[src/rtl/apb_completer_regfile.sv]
// APB3 completer with a small 16-bit register file and programmable wait states.
// Optional PSLVERR output is enabled by defining APB_COMPLETER_PSLVERR_EN.
module apb_completer_regfile #(
  parameter int          NUM_REGS = 8,
  parameter logic [15:0] ID_VALUE = 16'hA5B0
) (
  input  logic                     PCLK,
  input  logic                     PRESET,
  input  logic                     PSEL,
  input  logic                     PENABLE,
  input  logic                     PWRITE,
  input  logic [15:0]              PADDR,
  input  logic [15:0]              PWDATA,
  output logic [15:0]              PRDATA,
  output logic                     PREADY,
  input  logic [3:0]               wait_states,
  output logic [NUM_REGS*16-1:0]   regs_o,
  output logic                     prot_err
`ifdef APB_COMPLETER_PSLVERR_EN
  ,
  output logic                     PSLVERR
`endif
);

  typedef enum logic [1:0] {S_IDLE, S_WAIT, S_DONE} state_e;

  state_e      state_q, state_d;
  logic [3:0]  cnt_q, cnt_d;
  logic [15:0] addr_q, addr_d;
  logic [15:0] wdata_q, wdata_d;
  logic [15:0] prdata_q, prdata_d;
  logic        write_q, write_d;
  logic        pready_q, pready_d;
  logic        prot_err_q, prot_err_d;
  logic        wr_en;

  logic [15:0] reg_q [1:NUM_REGS-1];

  // In IDLE a zero-wait transfer completes off the live bus; otherwise off the latched copy.
  logic [15:0] rd_addr;
  logic        rd_write;
  logic [15:0] rd_data;

  assign rd_addr  = (state_q == S_IDLE) ? PADDR  : addr_q;
  assign rd_write = (state_q == S_IDLE) ? PWRITE : write_q;

  always_comb begin
    rd_data = 16'h0000;
    if (rd_addr == 16'h0000) begin
      rd_data = ID_VALUE;
    end
    for (int i = 1; i < NUM_REGS; i++) begin
      if (rd_addr == 16'(i)) begin
        rd_data = reg_q[i];
      end
    end
  end

  always_comb begin
    state_d    = state_q;
    cnt_d      = cnt_q;
    addr_d     = addr_q;
    write_d    = write_q;
    wdata_d    = wdata_q;
    prdata_d   = prdata_q;
    prot_err_d = prot_err_q;
    pready_d   = 1'b0;
    wr_en      = 1'b0;
    case (state_q)
      S_IDLE: begin
        if (PSEL && !PENABLE) begin
          addr_d  = PADDR;
          write_d = PWRITE;
          wdata_d = PWDATA;
          cnt_d   = wait_states;
          if (wait_states == 4'd0) begin
            state_d  = S_DONE;
            pready_d = 1'b1;
            if (!rd_write) begin
              prdata_d = rd_data;
            end
          end else begin
            state_d = S_WAIT;
          end
        end else if (PSEL && PENABLE) begin
          prot_err_d = 1'b1;
        end
      end
      S_WAIT: begin
        if (!PSEL || !PENABLE) begin
          prot_err_d = 1'b1;
          state_d    = S_IDLE;
        end else begin
          cnt_d = cnt_q - 4'd1;
          if (cnt_q == 4'd1) begin
            state_d  = S_DONE;
            pready_d = 1'b1;
            if (!rd_write) begin
              prdata_d = rd_data;
            end
          end
        end
      end
      S_DONE: begin
        state_d = S_IDLE;
        if (PSEL && PENABLE) begin
          wr_en = write_q && (addr_q != 16'h0000) && (addr_q < 16'(NUM_REGS));
        end else begin
          prot_err_d = 1'b1;
        end
      end
      default: state_d = S_IDLE;
    endcase
  end

  always_ff @(posedge PCLK or posedge PRESET) begin
    if (PRESET) begin
      state_q    <= S_IDLE;
      cnt_q      <= 4'd0;
      addr_q     <= 16'h0000;
      write_q    <= 1'b0;
      wdata_q    <= 16'h0000;
      prdata_q   <= 16'h0000;
      pready_q   <= 1'b0;
      prot_err_q <= 1'b0;
    end else begin
      state_q    <= state_d;
      cnt_q      <= cnt_d;
      addr_q     <= addr_d;
      write_q    <= write_d;
      wdata_q    <= wdata_d;
      prdata_q   <= prdata_d;
      pready_q   <= pready_d;
      prot_err_q <= prot_err_d;
    end
  end

  always_ff @(posedge PCLK or posedge PRESET) begin
    if (PRESET) begin
      for (int i = 1; i < NUM_REGS; i++) begin
        reg_q[i] <= 16'h0000;
      end
    end else if (wr_en) begin
      for (int i = 1; i < NUM_REGS; i++) begin
        if (addr_q == 16'(i)) begin
          reg_q[i] <= wdata_q;
        end
      end
    end
  end

  for (genvar gi = 0; gi < NUM_REGS; gi++) begin : g_regs_out
    if (gi == 0) begin : g_id
      assign regs_o[15:0] = ID_VALUE;
    end else begin : g_rw
      assign regs_o[16*gi +: 16] = reg_q[gi];
    end
  end

  assign PRDATA   = prdata_q;
  assign PREADY   = pready_q;
  assign prot_err = prot_err_q;

`ifdef APB_COMPLETER_PSLVERR_EN
  logic slverr_q;
  logic addr_ok;

  assign addr_ok = rd_addr < 16'(NUM_REGS);

  // Raised only alongside PREADY, so it clears automatically when DONE is left.
  always_ff @(posedge PCLK or posedge PRESET) begin
    if (PRESET) begin
      slverr_q <= 1'b0;
    end else begin
      slverr_q <= pready_d && (!addr_ok || (rd_write && (rd_addr == 16'h0000)));
    end
  end

  assign PSLVERR = slverr_q;
`endif

endmodule

[config.mk]
export PLATFORM = sky130hd
export DESIGN_NAME = apb_completer_regfile
export DESIGN_NICKNAME = d
export VERILOG_FILES = /design/src/rtl/apb_completer_regfile.sv
export SDC_FILE = /design/constraint.sdc
export NUM_CORES = 1
export LEC_CHECK = 0
export ABC_AREA = 1
export ABC_CLOCK_PERIOD_IN_PS = 12900
export BUFFER_PORTS_ARGS = -buffer_cell sky130_fd_sc_hd__buf_4
export CAP_MARGIN = 5
export CORE_AREA = 2 2 102 143
export DETAILED_ROUTE_END_ITERATION = 10
export DIE_AREA = 0 0 104 145
export MAX_ROUTING_LAYER = met4
export PLACE_DENSITY = 0.84
export SLEW_MARGIN = 25
export SYNTH_ARGS = -nofsm -noshare
export SYNTH_HDL_FRONTEND = slang
export SYNTH_SLANG_ARGS = --single-unit
export TNS_END_PERCENT = 100
[constraint.sdc]
create_clock -name PCLK -period 12.9 [get_ports PCLK]
set_input_delay 0.645 -clock PCLK [delete_from_list [all_inputs] [get_ports PCLK]]
set_output_delay 0.645 -clock PCLK [all_outputs]
set_load 0.05 [all_outputs]
==> flow_metrics.tcl <==
set metrics [dict create \
    status "complete, no violations" \
    startpoint "state_q[1]" \
    power_leakage_nw 4.75 \
    synth_area_sq_um 7820 \
    rsz0062_at_grt "no" \
    clock.fmax_ghz 0.329 \
    dr.pass1.iters 6 \
    postRouteAntennaNets 0 \
    r2r_end "PRDATA[4]" \
    yosysWarnings 0 \
    ir_drop_v 0.000105 \
    dieWidth_microns 104 \
    path_class "register to register" \
    nNetsFinal 1124 \
    postCtsSetupBuffers 0 \
    die_h_microns 145 \
    port_buffers 170 \
    syn_inst 935 \
    cts_buffers 17 \
    ys_seq_area_frac 0.541 \
    route.detailed.drc 0 \
    ys_types 36 \
    clkTransAtPathRegs_ns 0.06 \
    critical_path.startpoint_type "register" \
    maxCapViolations 0 \
    cts.repair.resized 0 \
    ios 187 \
    min_path_type "input pin to async pin" \
    min_period_ns 3.04 \
    hold_buffers 0 \
    worstRegToRegCells 11 \
    die_area_sq_um 15100 \
    skew_ns 0.00802 \
    crit_arrival_ns 3.42 \
    cts_tree "yes" \
    clockRootBuffer "clkbuf_16" \
    synthFlopType "dfrtp_1" \
    fin_crit_sh 0.236 \
    synth-edff-count 0 \
    setup_viol 0 \
    drtIter0Drc 668 \
    drive_gt1_frac 0.212 \
    num_vias 7226 \
    reg2reg_from "state_q[1]" \
    crit_fanout 19 \
    grt_overflow_total 0 \
    setup-tns-final_ns 0 \
    critPathCaptureType "register" \
    cp_data_required_time_ns 13.28 \
    worstSkewPairLatency_ns 0.44 \
    core_sq_um 13800 \
    grtUsageTotal 0.311 \
    grt_pass1_vias 6799 \
    rows 51 \
    grt_antenna_before_repair 0 \
    max-slew-margin-rel 0.354 \
    grt_pass1_wl_microns 35500 \
    diodes 0 \
    drt-total-wl_microns 22700 \
    synthArstFlopShare 1.00 \
    wl_per_cell_microns 17.8 \
    power_mw 1.48 \
    p_per_area_nw_per_um2 154 \
    area_delta_synth_final_pct 22.9 \
    drv_slew 0 \
    r2r_slack_ns 9.86 \
    htree_levels 4 \
    ys_ff_latch 169 \
    cts_sinks 169 \
    clockBufferDepth 2 \
    via_per_inst 5.66 \
    worst_slew_pin_slew_ns 0.967 \
    grt_max_degree 90 \
    start_util 0.568 \
    dp_hpwl_microns 16500 \
    place_congestion 0.925 \
    hold_viol_final 0 \
    syn_area_per_cell_sq_um 8.37 \
]
-- cell families (layout without fill, tap and decap cells) --
group,count (synthesis),after routing,synth area share
AO/OA/AOI/OAI,172,172,0.116
buffers and inverters,130,272,0.0763
AND/OR/NAND/NOR,459,459,0.261
flip-flops,169,169,0.541
XOR/XNOR,1,1,0.00112
adder cells (fa/ha/maj),2,2,0.00320
other,2,16,0.000960
-- cell type report --
| type | instances | area [sq um] |
|---|---|---|
| multi-input cells | 650 | 3060 |
| clock inverters | 7 | 75.1 |
| clock buffers | 22 | 444 |
| fillers | 1088 | 4170 |
| flip-flops and latches | 169 | 4230 |
| inverters | 70 | 268 |
| repair buffers | 173 | 1310 |
| well taps | 185 | 231 |
-- stage by stage --
stage / instance area, sq um / cells / worst slack (ns) / util / hold slack, ns
floorplan: 7880 / 949 / 7.68 / - / 0.450
global placement: 9070 / 1246 / 9.99 / 0.658 / 0.464
detailed placement: 9070 / 1246 / 9.93 / 0.658 / 0.464
CTS: 9590 / 1275 / 9.92 / 0.696 / 0.405
global route: 9610 / 1276 / 9.59 / 0.697 / 0.424
finish: 9610 / 1276 / 9.86 / 0.697 / 0.357
-- power by group --
part,switching (mW),internal (mW)
Clock,0.205,0.262
Combinational,0.301,0.0832
Sequential,0.0373,0.595
Total,0.543,0.940
-- worst max path at each step --
| stage | endpoint | slack (ns) | cells after the start |
|---|---|---|---|
| 5_1_grt | PRDATA[4] | 9.59 | 11 |
| 2_1_floorplan | PRDATA[0] | 7.68 | 1 |
| 3_5_place_dp | cnt_q[3] | 9.93 | 8 |
| 4_1_cts | cnt_q[3] | 9.92 | 7 |
| 6_report | PRDATA[4] | 9.86 | 11 |
| 3_3_place_gp | cnt_q[3] | 9.99 | 8 |
-- Yosys cell counts, drive strengths merged (6+ instances only) --
master,count,area share
inv,70,0.034
nand4,61,0.049
nor3,6,0.0070
o21ai,150,0.098
a21oi,9,0.0058
nor2,66,0.035
nand3,25,0.019
nand2,296,0.15
dfrtp,169,0.54
buf,28,0.027
o211ai,9,0.0086
clkbuf,32,0.016
-- layer usage --
| metal | share of wire | routed length (microns) | vias to the layer above | track usage |
|---|---|---|---|---|
| met3 | 0.072 | 1630 | 87 | 0.0701 |
| met2 | 0.53 | 11900 | 381 | 0.533 |
| li1 | - | - | 3345 | - |
| met5 | 0 | 0 | - | - |
| met1 | 0.35 | 8040 | 3413 | 0.342 |
| met4 | 0.049 | 1100 | 0 | 0.148 |
-- sequential cells by signal, summed over array words and instances (netlist names) --
signal and count:
state_q 2, regs_o 112, cnt_q 4, write_q 1
addr_q 16, PREADY 1, wdata_q 16, prot_err 1
PRDATA 16
-- worst max-delay path, cell delays in order, from the launching register on --
cell,delay [ns]
dfrtp_1,0.48
nor2_4,0.38
nand3_2,0.17
nand2_4,0.22
inv_2,0.13
nor2_1,0.66
nand3_1,0.47
nand3_1,0.23
nor2_1,0.07
nand4_1,0.07
nand2_1,0.05
nand2_1,0.05
-- cells in the final DEF (no fill, tap or decap), drive strengths merged, types with 3 or more instances in the layout --
cell,count
nand3,25
o211ai,9
dfrtp,169
buf,173
o21ai,150
nor2,66
clkinv,3
a21oi,9
nand4,61
clkinvlp,3
inv,70
clkbuf,22
conb,16
nor3,6
and3,3
nand2,296
Power figures use the tool's default switching activity.
